<file path="src/rtl/timekeeper_if.sv">
// Control/load/status bundle for the timekeeper HH:MM:SS counter.
interface timekeeper_if #(
  parameter int SEC_W  = 6,
  parameter int MIN_W  = 6,
  parameter int HOUR_W = 5
);
  logic              tick_i;
  logic              count_enable_i;
  logic              down_i;
  logic              load_time_i;
  logic [SEC_W-1:0]  load_seconds_i;
  logic [MIN_W-1:0]  load_minutes_i;
  logic [HOUR_W-1:0] load_hours_i;
  logic [SEC_W-1:0]  seconds_o;
  logic [MIN_W-1:0]  minutes_o;
  logic [HOUR_W-1:0] hours_o;
  logic              sec_wrap_o;
  logic              min_wrap_o;
  logic              hour_wrap_o;
  logic              load_error_o;
  logic              done_o;
  logic              expired_o;

  modport master (
    output tick_i, count_enable_i, down_i, load_time_i,
           load_seconds_i, load_minutes_i, load_hours_i,
    input  seconds_o, minutes_o, hours_o, sec_wrap_o, min_wrap_o,
           hour_wrap_o, load_error_o, done_o, expired_o
  );

  modport slave (
    input  tick_i, count_enable_i, down_i, load_time_i,
           load_seconds_i, load_minutes_i, load_hours_i,
    output seconds_o, minutes_o, hours_o, sec_wrap_o, min_wrap_o,
           hour_wrap_o, load_error_o, done_o, expired_o
  );
endinterface

</file>
<file path="src/rtl/timekeeper.sv">
// Loadable up/down HH:MM:SS counter with cascading wrap pulses and an
// optional halt-at-zero countdown mode.
module timekeeper #(
  parameter int SEC_MOD      = 60,
  parameter int MIN_MOD      = 60,
  parameter int HOUR_MOD     = 24,
  parameter int SEC_W        = 6,
  parameter int MIN_W        = 6,
  parameter int HOUR_W       = 5,
  parameter bit STOP_AT_ZERO = 1'b1
) (
  input  logic        clk_100MHz_i,
  input  logic        reset_i,
  timekeeper_if.slave bus
);

  localparam logic [SEC_W-1:0]  SEC_MAX  = SEC_W'(SEC_MOD - 1);
  localparam logic [MIN_W-1:0]  MIN_MAX  = MIN_W'(MIN_MOD - 1);
  localparam logic [HOUR_W-1:0] HOUR_MAX = HOUR_W'(HOUR_MOD - 1);

  typedef enum logic {COUNT, EXPIRED} state_t;
  state_t state_q, state_d;

  logic [SEC_W-1:0]  sec_q, sec_d;
  logic [MIN_W-1:0]  min_q, min_d;
  logic [HOUR_W-1:0] hour_q, hour_d;
  logic sec_wrap_d, min_wrap_d, hour_wrap_d, load_err_d, done_d;
  logic load_ok, qtick, near_zero;

  // Compare one bit wider so a modulus of exactly 2^W still fits.
  assign load_ok = ({1'b0, bus.load_seconds_i} < (SEC_W+1)'(SEC_MOD)) &&
                   ({1'b0, bus.load_minutes_i} < (MIN_W+1)'(MIN_MOD)) &&
                   ({1'b0, bus.load_hours_i}   < (HOUR_W+1)'(HOUR_MOD));
  assign qtick     = bus.tick_i && bus.count_enable_i;
  assign near_zero = (hour_q == '0) && (min_q == '0) && (sec_q <= SEC_W'(1));

  always_ff @(posedge clk_100MHz_i) begin
    if (reset_i) state_q <= COUNT;
    else         state_q <= state_d;
  end

  always_comb begin
    state_d     = state_q;
    sec_d       = sec_q;
    min_d       = min_q;
    hour_d      = hour_q;
    sec_wrap_d  = 1'b0;
    min_wrap_d  = 1'b0;
    hour_wrap_d = 1'b0;
    load_err_d  = 1'b0;
    done_d      = 1'b0;
    if (bus.load_time_i) begin
      if (load_ok) begin
        sec_d   = bus.load_seconds_i;
        min_d   = bus.load_minutes_i;
        hour_d  = bus.load_hours_i;
        state_d = COUNT;
      end else begin
        load_err_d = 1'b1;
      end
    end else if (qtick && state_q == COUNT) begin
      if (!bus.down_i) begin
        if (sec_q == SEC_MAX) begin
          sec_d = '0; sec_wrap_d = 1'b1;
          if (min_q == MIN_MAX) begin
            min_d = '0; min_wrap_d = 1'b1;
            if (hour_q == HOUR_MAX) begin
              hour_d = '0; hour_wrap_d = 1'b1;
            end else hour_d = hour_q + HOUR_W'(1);
          end else min_d = min_q + MIN_W'(1);
        end else sec_d = sec_q + SEC_W'(1);
      end else if (STOP_AT_ZERO && near_zero) begin
        // Landing on (or sitting at) zero ends the countdown without borrows.
        sec_d   = '0;
        state_d = EXPIRED;
        done_d  = 1'b1;
      end else begin
        if (sec_q == '0) begin
          sec_d = SEC_MAX; sec_wrap_d = 1'b1;
          if (min_q == '0) begin
            min_d = MIN_MAX; min_wrap_d = 1'b1;
            if (hour_q == '0) begin
              hour_d = HOUR_MAX; hour_wrap_d = 1'b1;
            end else hour_d = hour_q - HOUR_W'(1);
          end else min_d = min_q - MIN_W'(1);
        end else sec_d = sec_q - SEC_W'(1);
      end
    end
  end

  always_comb begin
    bus.expired_o = (state_q == EXPIRED);
  end

  always_ff @(posedge clk_100MHz_i) begin
    if (reset_i) begin
      sec_q            <= '0;
      min_q            <= '0;
      hour_q           <= '0;
      bus.sec_wrap_o   <= 1'b0;
      bus.min_wrap_o   <= 1'b0;
      bus.hour_wrap_o  <= 1'b0;
      bus.load_error_o <= 1'b0;
      bus.done_o       <= 1'b0;
    end else begin
      sec_q            <= sec_d;
      min_q            <= min_d;
      hour_q           <= hour_d;
      bus.sec_wrap_o   <= sec_wrap_d;
      bus.min_wrap_o   <= min_wrap_d;
      bus.hour_wrap_o  <= hour_wrap_d;
      bus.load_error_o <= load_err_d;
      bus.done_o       <= done_d;
    end
  end

  assign bus.seconds_o = sec_q;
  assign bus.minutes_o = min_q;
  assign bus.hours_o   = hour_q;

endmodule
</file>
<file path="src/flat_wrapper.sv">
// flat-port wrapper written by rule: the top's interface ports become plain ports
module timekeeper_flat 
#(
  parameter int SEC_MOD      = 60,
  parameter int MIN_MOD      = 60,
  parameter int HOUR_MOD     = 24,
  parameter int SEC_W        = 6,
  parameter int MIN_W        = 6,
  parameter int HOUR_W       = 5,
  parameter bit STOP_AT_ZERO = 1'b1
)
  (clk_100MHz_i, reset_i, bus_tick_i, bus_count_enable_i, bus_down_i, bus_load_time_i, bus_load_seconds_i, bus_load_minutes_i, bus_load_hours_i, bus_seconds_o, bus_minutes_o, bus_hours_o, bus_sec_wrap_o, bus_min_wrap_o, bus_hour_wrap_o, bus_load_error_o, bus_done_o, bus_expired_o);
  timekeeper_if #(.SEC_W(SEC_W), .MIN_W(MIN_W), .HOUR_W(HOUR_W)) bus_i ();
  input  logic clk_100MHz_i;
  input  logic reset_i;
  input wire logic [$bits(bus_i.tick_i)-1:0] bus_tick_i;
  input wire logic [$bits(bus_i.count_enable_i)-1:0] bus_count_enable_i;
  input wire logic [$bits(bus_i.down_i)-1:0] bus_down_i;
  input wire logic [$bits(bus_i.load_time_i)-1:0] bus_load_time_i;
  input wire logic [$bits(bus_i.load_seconds_i)-1:0] bus_load_seconds_i;
  input wire logic [$bits(bus_i.load_minutes_i)-1:0] bus_load_minutes_i;
  input wire logic [$bits(bus_i.load_hours_i)-1:0] bus_load_hours_i;
  output wire logic [$bits(bus_i.seconds_o)-1:0] bus_seconds_o;
  output wire logic [$bits(bus_i.minutes_o)-1:0] bus_minutes_o;
  output wire logic [$bits(bus_i.hours_o)-1:0] bus_hours_o;
  output wire logic [$bits(bus_i.sec_wrap_o)-1:0] bus_sec_wrap_o;
  output wire logic [$bits(bus_i.min_wrap_o)-1:0] bus_min_wrap_o;
  output wire logic [$bits(bus_i.hour_wrap_o)-1:0] bus_hour_wrap_o;
  output wire logic [$bits(bus_i.load_error_o)-1:0] bus_load_error_o;
  output wire logic [$bits(bus_i.done_o)-1:0] bus_done_o;
  output wire logic [$bits(bus_i.expired_o)-1:0] bus_expired_o;
  assign bus_i.tick_i = bus_tick_i;
  assign bus_i.count_enable_i = bus_count_enable_i;
  assign bus_i.down_i = bus_down_i;
  assign bus_i.load_time_i = bus_load_time_i;
  assign bus_i.load_seconds_i = bus_load_seconds_i;
  assign bus_i.load_minutes_i = bus_load_minutes_i;
  assign bus_i.load_hours_i = bus_load_hours_i;
  assign bus_seconds_o = bus_i.seconds_o;
  assign bus_minutes_o = bus_i.minutes_o;
  assign bus_hours_o = bus_i.hours_o;
  assign bus_sec_wrap_o = bus_i.sec_wrap_o;
  assign bus_min_wrap_o = bus_i.min_wrap_o;
  assign bus_hour_wrap_o = bus_i.hour_wrap_o;
  assign bus_load_error_o = bus_i.load_error_o;
  assign bus_done_o = bus_i.done_o;
  assign bus_expired_o = bus_i.expired_o;
  timekeeper #(.SEC_MOD(SEC_MOD), .MIN_MOD(MIN_MOD), .HOUR_MOD(HOUR_MOD), .SEC_W(SEC_W), .MIN_W(MIN_W), .HOUR_W(HOUR_W), .STOP_AT_ZERO(STOP_AT_ZERO)) u_core (.clk_100MHz_i(clk_100MHz_i), .reset_i(reset_i), .bus(bus_i));
endmodule
</file>
<file path="config.mk">
export PLATFORM = sky130hd
export DESIGN_NAME = timekeeper_flat
export DESIGN_NICKNAME = d
export VERILOG_FILES = /design/src/rtl/timekeeper_if.sv /design/src/rtl/timekeeper.sv /design/src/flat_wrapper.sv
export SDC_FILE = /design/constraint.sdc
export NUM_CORES = 1
export LEC_CHECK = 0
export BUFFER_PORTS_ARGS = -buffer_cell sky130_fd_sc_hd__buf_2
export CAP_MARGIN = 0
export CORE_ASPECT_RATIO = 1.1
export CORE_MARGIN = 3
export CORE_UTILIZATION = 45
export DETAILED_ROUTE_END_ITERATION = 16
export PLACE_DENSITY_LB_ADDON = 0.08
export SLEW_MARGIN = 10
export SYNTH_ARGS = -nofsm -noshare
export SYNTH_HDL_FRONTEND = slang
export SYNTH_SLANG_ARGS = --single-unit
export TNS_END_PERCENT = 100
</file>
<file path="constraint.sdc">
create_clock -name clk_100MHz_i -period 2.2 [get_ports clk_100MHz_i]
set_input_delay 0.44 -clock clk_100MHz_i [delete_from_list [all_inputs] [get_ports clk_100MHz_i]]
set_output_delay 0.44 -clock clk_100MHz_i [all_outputs]
set_load 0.01 [all_outputs]
</file>
## Word level (Yosys, flattened, before mapping)

Index checks and enable logic that the tools add are counted.

| storage, ports and cells | value |
|---|---|
| logic and storage cells | 103 |
| register bits | 23 |
| input bits | 23 |
| output and inout port bits | 23 |

| cells by class | value |
|---|---|
| equality and inequality tests | 7 |
| bitwise logic cells | 4 |
| add/subtract/negate cells | 6 |
| order comparisons | 4 |
| reduce and logical (&&, ||, !) cells | 21 |
| muxes and demuxes | 52 |

Operators by type and width:

| kind | count |
|---|---|
| 2-to-1 mux 6 bit | 16 |
| 2-to-1 mux 5 bit | 11 |
| 2-to-1 mux 1 bit | 25 |
| adder 6 x 1 -> 6 bit (second input constant) | 2 |
| equality test 6 bit (second input constant) | 2 |
| zero test 6 bit | 2 |
| < comparator 6 bit (second input constant) | 2 |
| subtractor 6 x 1 -> 6 bit (second input constant) | 2 |
| AND reduction 7 bit | 1 |
| less-or-equal comparator 6 x 1 -> 1 bit (second input constant) | 1 |
| logical AND 1 bit | 6 |
| inequality test 3 x 1 -> 1 bit (second input constant) | 2 |
| nonzero test 2 bit | 3 |
| nonzero test 3 bit | 2 |
| adder 5 x 1 -> 5 bit (second input constant) | 1 |
| equality test 5 bit (second input constant) | 1 |
| zero test 5 bit | 1 |
| < comparator 5 bit (second input constant) | 1 |
| AND reduction 5 bit | 1 |
| subtractor 5 x 1 -> 5 bit (second input constant) | 1 |
| inverter 1 bit | 4 |
| AND reduction 4 bit | 1 |
| OR reduction 4 bit | 1 |
| inequality test 3 bit (second input constant) | 1 |
| 4 further kinds | 4 |

## Depth between registers and ports, before layout

Gate-level depths: netlist (run 1).

| logic depth | value |
|---|---|
| depth after elaboration | 8 |
| gate-level depth with buffers | 8 |
| depth with buffers taken out | 7 |

## Least setup slack after synthesis (run 1)

Ideal clock, no wire load.

| timing path | value |
|---|---|
| kind | reg2reg |
| start point | reg u_core.hour_q[0], in the netlist u_core.bus.hours_o[0] |
| end point | reg u_core.min_q[0], in the netlist u_core.bus.minutes_o[0] |
| data arrival time | 2.158 ns |
| data required time | 2.077 ns |
| slack | -0.081 ns |
| library setup time | 0.123 ns |
| cell stages (with the launch flop) | 9 |
| path through | dfxtp_1 inv_1 ha_1 or4b_4 buf_6 nor4b_4 o211ai_2 nand2_2 mux2_1 |

| on the way | value |
|---|---|
| cells in the longest elaborated chain, start to end | 5 |

Ends and longest elaborated chain:

| item | RTL line | RTL |
|---|---|---|
| from (decl) | timekeeper.sv:26 | `logic [HOUR_W-1:0] hour_q, hour_d;` |
| from (signal assigned) | timekeeper.sv:108 | `hour_q <= hour_d;` |
| zero test 5 bit | timekeeper.sv:35 | `assign near_zero = (hour_q == '0) && (min_q == '0) && (sec_q <= SEC_W'(1));` |
| logical AND 1 bit (2 in series) | timekeeper.sv:35 |  |
| inequality test 3 bit (no line) | - |  |
| AND reduction 5 bit (no line) | - |  |
| to (signal assigned) | timekeeper.sv:107 | `min_q <= min_d;` |
| to (decl) | timekeeper.sv:25 | `logic [MIN_W-1:0] min_q, min_d;` |

No other way between the ends.
A chain may end at the register's enable or synchronous reset.

## Worst setup path after layout (run 1)

| timing path | value |
|---|---|
| start point | reg u_core.hour_q[1], in the netlist u_core.bus.hours_o[1] |
| end point | reg u_core.sec_q[3], in the netlist u_core.bus.seconds_o[3] |

| on the way | value |
|---|---|
| cells in the longest elaborated chain, start to end | 7 |

Ends and longest elaborated chain:

| item | RTL line | RTL |
|---|---|---|
| zero test 5 bit | timekeeper.sv:35 |  |
| logical AND 1 bit (2 in series) | timekeeper.sv:35 |  |
| 2-to-1 mux 6 bit | timekeeper.sv:72 | `end else if (STOP_AT_ZERO && near_zero) begin` |
| 2-to-1 mux 6 bit | timekeeper.sv:62 | `if (!bus.down_i) begin` |
| 2-to-1 mux 6 bit | timekeeper.sv:61 | `end else if (qtick && state_q == COUNT) begin` |
| 2-to-1 mux 6 bit | timekeeper.sv:52 | `if (bus.load_time_i) begin` |
| to (signal assigned) | timekeeper.sv:97 | `sec_q <= '0;` |
| to (signal assigned) | timekeeper.sv:106 | `sec_q <= sec_d;` |
| to (decl) | timekeeper.sv:24 | `logic [SEC_W-1:0] sec_q, sec_d;` |

No other way between the ends. The select of a mux whose other input is x is not followed.

==> results of run 1 <==
[layer usage]
layer  vias to the layer above  track usage, %  wire length [µm]  part of all wire, %
met1                      1039           31.39              2725                   45
met4                         0           8.677               125                  2.1
met2                        72           39.83              2789                   46
met5                         -               0                 0                    0
met3                        11           2.770               386                  6.4
li1                       1075               -                 -                    -
[placed cells by master (no fill, tap or decap), drive strengths merged, types with 5 or more instances in the layout]
cell type / synthesis / final
xnor2: 5 / 5
buf: 8 / 81
nand2: 27 / 27
nand4: 5 / 5
a21oi: 9 / 9
nor2: 24 / 24
ha: 8 / 8
nor3: 8 / 8
o211ai: 5 / 5
a211oi: 7 / 7
inv: 10 / 10
dfxtp: 23 / 23
nand3: 10 / 10
mux2i: 5 / 5
o21ai: 13 / 13
o31ai: 5 / 5
[kinds of logic after synthesis]
| logic type | synth area share [%] |
|---|---|
| simple gates | 28.13 |
| xor+xnor | 3.964 |
| mux | 3.650 |
| flops | 23.16 |
| compound gates | 27.57 |
| fa+ha+maj | 5.035 |
| buf+inv | 8.496 |
[flip-flops by register name, summed over array words and instances (netlist names)]
name	count
u_core.bus.done_o	1
u_core.bus.expired_o	1
u_core.bus.hour_wrap_o	1
u_core.bus.hours_o	5
u_core.bus.load_error_o	1
u_core.bus.min_wrap_o	1
u_core.bus.minutes_o	6
u_core.bus.sec_wrap_o	1
u_core.bus.seconds_o	6
[final cells by class]
| cell class | count | area [µm²] |
|---|---|---|
| well taps | 52 | 65.06 |
| flip-flops and latches | 23 | 467.9 |
| clock inverters | 1 | 5.005 |
| clock buffers | 3 | 41.29 |
| fillers | 386 | 1599 |
| multi-input cells | 199 | 1394 |
| repair buffers | 81 | 495.5 |
| inverters | 11 | 46.29 |
[power groups by stage]
stage	clock [mW]	combinational (mW)	sequential (mW)
global placement	0	0.599	0.487
detailed placement	0	0.598	0.489
CTS	0.281	0.601	0.478
global route	0.293	0.696	0.484
floorplan	0	0.388	0.505
finish	0.272	0.631	0.479
[cell usage after synthesis (2+ instances only)]
cell type | number | area (µm²)
a211oi_1 | 7 | 52.55
a21oi_1 | 8 | 40.04
a221oi_1 | 3 | 26.28
a22oi_1 | 2 | 15.01
a311oi_1 | 4 | 35.03
a31oi_1 | 4 | 25.02
and2_1 | 3 | 18.77
and4b_1 | 2 | 20.02
buf_2 | 2 | 10.01
buf_6 | 5 | 56.30
clkbuf_1 | 8 | 30.03
clkbuf_8 | 2 | 27.53
dfxtp_1 | 23 | 460.4
ha_1 | 8 | 100.1
inv_1 | 10 | 37.54
mux2i_1 | 5 | 50.05
nand2_1 | 26 | 97.59
nand3_1 | 10 | 50.05
nand3b_1 | 2 | 15.01
nand4_1 | 5 | 31.28
nor2_1 | 24 | 90.09
nor3_1 | 8 | 40.04
nor3b_1 | 2 | 15.01
nor4b_1 | 3 | 26.28
o2111a_1 | 2 | 22.52
o211a_1 | 2 | 20.02
o211ai_1 | 4 | 30.03
o21a_1 | 4 | 30.03
o21ai_0 | 12 | 60.06
o221ai_1 | 2 | 17.52
o311ai_0 | 2 | 17.52
o31ai_1 | 4 | 30.03
or2_2 | 2 | 12.51
or2b_1 | 2 | 15.01
xnor2_1 | 5 | 43.79
xor2_1 | 4 | 35.03
[repair_timing]
action,CTS,global route
endpoints found under the setup margin,0,13
setup buffers,0,4
resized for setup,0,5
[stage by stage]
| stage | hold WS [ns] | setup TNS, ns | cells | util, % |
|---|---|---|---|---|
| finish | 0.4680 | 0 | 370 | 61.13 |
| global placement | 0.4941 | 0 | 362 | 58.82 |
| CTS | 0.4618 | 0 | 366 | 59.95 |
| detailed placement | 0.4971 | 0 | 362 | 58.82 |
| floorplan | 0.5090 | -0.04745 | 251 | - |
| global route | 0.4893 | -0.01742 | 370 | 61.13 |
[final timing paths]
path,start,endpoint,depth (start not counted)
setup reg to reg,u_core.bus.hours_o[1],u_core.bus.seconds_o[3],8
hold / removal,bus_load_hours_i[0],u_core.bus.hours_o[0],3
setup / recovery,u_core.bus.hours_o[1],u_core.bus.seconds_o[3],8
hold reg to reg,u_core.bus.seconds_o[1],u_core.bus.seconds_o[1],2
[worst register-to-register path, stage by stage (launching register included)]
cell and delay [ns]:
dfxtp_4 0.36, inv_4 0.06, ha_4 0.13, or4b_4 0.50
nor4b_4 0.33, a21oi_2 0.14, buf_4 0.15, a211oi_1 0.20
o22ai_1 0.12
==> impl_metrics.yaml, run 1 <==
finish:
  final_nets: 350
  fin_area_um2: 2515
  drive_gt1_share_pct: 33.02
  num_antenna_cells: 0
  synthToLayoutAreaGrowth_pct: 26.49
detailed_routing:
  drcViolationCount: 0
  initialDrtViolationCount: 210
  drt_pre_antenna_iters: 4
  vias: 2197
  via_per_inst: 5.938
  postRouteAntennaNets: 0
  wl_per_cell_um: 16.29
  totalWireLength_um: 6026
run_status:
  status: "completed"
clock_network:
  cts_sinks: 23
  cts_tree: "yes"
  clock_latency_ns: 0.27
  cts.clk_slew.worst_paths_ns: 0.09
  cts_made_buffers: 3
  clock_path_buffers: 2
  root_buffer: "clkbuf_8"
  cts_max_level: 1
  postCtsHoldBufs: 0
worst_setup_path:
  crit_slowest_cell: "or4b_4"
  criticalPathCategory: "register to register"
  startpoint_type: "register"
  cp.required_ns: 2.35
  arrival_ns: 2.27
  regToRegSetupSlack_ns: 0.09
  crit_chain: "inv_4 -> ha_4 -> or4b_4 -> nor4b_4 -> a21oi_2 -> buf_4 -> a211oi_1 -> o22ai_1"
  critPathCaptureType: "register"
  cp_max_fo: 4
  crit_family: "simple AND/OR/NAND/NOR gates"
  max_stage_delay_ns: 0.50
  path_buf_inv: 2
synth:
  synth.avg_cell_area_um2: 7.921
  syn_inst: 251
  yosysSeqAreaShare_pct: 23.16
  synth_area_um2: 1988
  yosys_warnings: 0
  ys_ff_latch: 23
  yosys.cell_types.count: 66
  synth_ff_type: "dfxtp_1"
  async_flop_share_pct: 0
  syn_nets: 282
  synth_edf_count: 0
sta:
  finClkSkew_ns: 0.007747
  tightest_slew_ns: 0.3675
  finalHoldViolCount: 0
  setup_viol: 0
  min_period_ns: 2.114
  max_freq_ghz: 0.4731
  setup_ws_ns: 0.08642
  slew_viol_final: 0
  maxSlewHeadroom_pct: 74.86
  finalCritPeriodShare_pct: 96.07
  rsz0062_at_grt: "true"
pwr:
  netSwitchingFraction_pct: 37.18
  p_sw_mw: 0.5140
  p_int_mw: 0.8685
  pwr-share-comb_pct: 45.7
  ir_drop_uv: 263.1
  p_seq_share_pct: 34.7
  finalPower_mw: 1.383
  clockPowerShare_pct: 19.7
  cellPowerDensity_nw_per_um2: 549.7
  leakagePower_nw: 1.100
floorplanning:
  rows: 24
  coreArea_um2: 4114
  initial_utilization_pct: 48.33
  dieHeight_um: 75.72
  ioPinCount: 46
  die_area_um2: 5253
  chipWidth_um: 69.38
worst_hold_path:
  hp-class: "primary input to register"
grt:
  grt_pass1_vias: 2019
  grt_max_degree: 15
  grt_antenna_before_repair: 0
  grt_pass1_wl_um: 9998
  grt_usage_pct: 23.56
  overflow: 0
place:
  portBuffers: 45
  dp_slack_ns: 0.06744
  dpl.hpwl_um: 4638
  placed_cell_area_um2: 2420
  routabilityCongestion: 0.9154
run:
  drv_cap: 0
(Power assumes the default switching activity.)
==> inputs of run 2 (changes only) <==
CORE_MARGIN = 2   (was 3)
==> run 2 against run 1 <==
Worst hold slack improved by 0.0085 ns. Critical endpoint is now u_core.bus.minutes_o[1]. Combinational power about the same. Clock skew decreased by 0.0046 ns. Sequential share of layout area about the same.
==> impl_metrics.yaml, run 2 (synthesis results as in run 1) <==
run_status:
  status: "completed"
floorplanning:
  coreArea_um2: 4285
  dieHeight_um: 73.72
  die_area_um2: 4967
  initial_utilization_pct: 46.39
  chipWidth_um: 67.38
  rows: 25
  ioPinCount: 46
pwr:
  cellPowerDensity_nw_per_um2: 549.4
  ir_drop_uv: 258.7
  leakagePower_nw: 1.100
  finalPower_mw: 1.382
finish:
  num_antenna_cells: 0
  instances_no_fill: 372
  final_common_cell: "buf_2"
  synthToLayoutAreaGrowth_pct: 26.56
  final_cell_mix: "buf_2 (45), buf_4 (36), nand2_1 (26), nor2_1 (23), dfxtp_1 (21)"
  drive_gt1_share_pct: 33.02
  final_nets: 350
  nFillCells: 411
grt:
  grt_pass1_wl_um: 9763
  grt_antenna_before_repair: 0
  grt_pass1_vias: 2083
  grt_max_degree: 15
  overflow: 0
  grt_usage_pct: 25.70
clock_network:
  cts_sinks: 23
  cts.clk_slew.worst_paths_ns: 0.09
  clock_latency_ns: 0.27
  root_buffer: "clkbuf_8"
  cts_made_buffers: 3
  clock_path_buffers: 2
  cts_tree: "yes"
  cts_max_level: 1
sta:
  finClkSkew_ns: 0.003144
  maxSlewHeadroom_pct: 61.79
  finalHoldViolCount: 0
  max_freq_ghz: 0.4630
  rsz0062_at_grt: "true"
  setup_viol: 0
  slew_viol_final: 0
  min_period_ns: 2.160
  tightest_slew_ns: 0.5688
  finalCritPeriodShare_pct: 98.18
worst_setup_path:
  cp.required_ns: 2.38
  reg2regPathDepth: 8
  critPathCaptureType: "register"
  r2r-end: "u_core.bus.minutes_o[1]"
  arrival_ns: 2.34
  r2r-start: "u_core.bus.hours_o[1]"
  startpoint_type: "register"
  cp_max_fo: 6
  criticalPathCategory: "register to register"
  regToRegSetupSlack_ns: 0.04
detailed_routing:
  vias: 2251
  via_per_inst: 6.051
  drcViolationCount: 0
  wl_per_cell_um: 16.26
  drt_pre_antenna_iters: 5
  postRouteAntennaNets: 0
  totalWireLength_um: 6049
  initialDrtViolationCount: 131
worst_hold_path:
  min_to: "u_core.bus.hours_o[0]"
  hold_depth: 3
  hp-class: "primary input to register"
  holdCritStartpoint: "bus_load_hours_i[0]"
place:
  dpl.hpwl_um: 4662
  routabilityCongestion: 0.8592
  place_inst: 366
  portBuffers: 45
run:
  drv_cap: 0
run 2: area by class of cell:
| cell class | count | area [µm²] | share of cell area, % |
|---|---|---|---|
| multi-input cells | 199 | 1393 | 55.35 |
| repair buffers | 81 | 495.5 | 19.69 |
| flip-flops and latches | 23 | 467.9 | 18.60 |
| well taps | 54 | 67.56 | 2.685 |
| inverters | 11 | 46.29 | 1.840 |
| clock buffers | 3 | 41.29 | 1.641 |
| clock inverters | 1 | 5.005 | 0.1989 |
run 2: worst max-delay path by stage:
stage | cells past startpoint | slack [ns] | start | endpoint
2_1_floorplan | 8 | -0.05 | u_core.bus.hours_o[1] | u_core.bus.minutes_o[0]
3_3_place_gp | 7 | 0.05 | u_core.bus.hours_o[1] | u_core.bus.minutes_o[0]
3_5_place_dp | 7 | 0.04 | u_core.bus.hours_o[1] | u_core.bus.minutes_o[0]
4_1_cts | 7 | 0.02 | u_core.bus.hours_o[1] | u_core.bus.minutes_o[0]
5_1_grt | 8 | -0.04 | u_core.bus.hours_o[1] | u_core.bus.minutes_o[1]
6_report | 8 | 0.04 | u_core.bus.hours_o[1] | u_core.bus.minutes_o[1]
run 2: what timing repair did:
item | CTS | global route
endpoints found under the setup margin | 0 | 10
hold endpoints to repair | 0 | 0
setup buffers | 0 | 2
hold buffers | 0 | 0
gates resized for setup | 0 | 4
run 2: critical path, stage by stage (launching register included):
cell and delay, ns:
dfxtp_4 0.36, inv_4 0.06, ha_4 0.13, or4b_4 0.51, nor4b_4 0.37, buf_4 0.20, o21a_1 0.15, a21oi_2 0.08
o31ai_1 0.21
run 2: routing by layer:
| layer | wire [µm] | global-route usage, % |
|---|---|---|
| met5 | 0 | 0 |
| met2 | 2971 | 44.88 |
| met3 | 288 | 3.522 |
| met4 | 191 | 10.88 |
| met1 | 2597 | 31.15 |
run 2: per-stage QoR:
stage / worst slack, ns / hold WS (ns) / instance area [µm²] / util [%] / TNS (ns)
after CTS: 0.02313 / 0.4742 / 2484 / 57.96 / 0
after global placement: 0.05488 / 0.4946 / 2437 / 56.88 / 0
after floorplan: -0.04745 / 0.5090 / 2017 / - / -0.04745
final: 0.04010 / 0.4765 / 2516 / 58.72 / 0
after global routing: -0.04161 / 0.4989 / 2516 / 58.72 / -0.1340
after detailed placement: 0.03603 / 0.5080 / 2437 / 56.88 / 0
run 2: power by group:
| part | leakage, nW | switching, mW | internal [mW] |
|---|---|---|---|
| Sequential | 0.190 | 0.0312 | 0.446 |
| Clock | 0.0255 | 0.146 | 0.127 |
| Combinational | 0.885 | 0.340 | 0.293 |
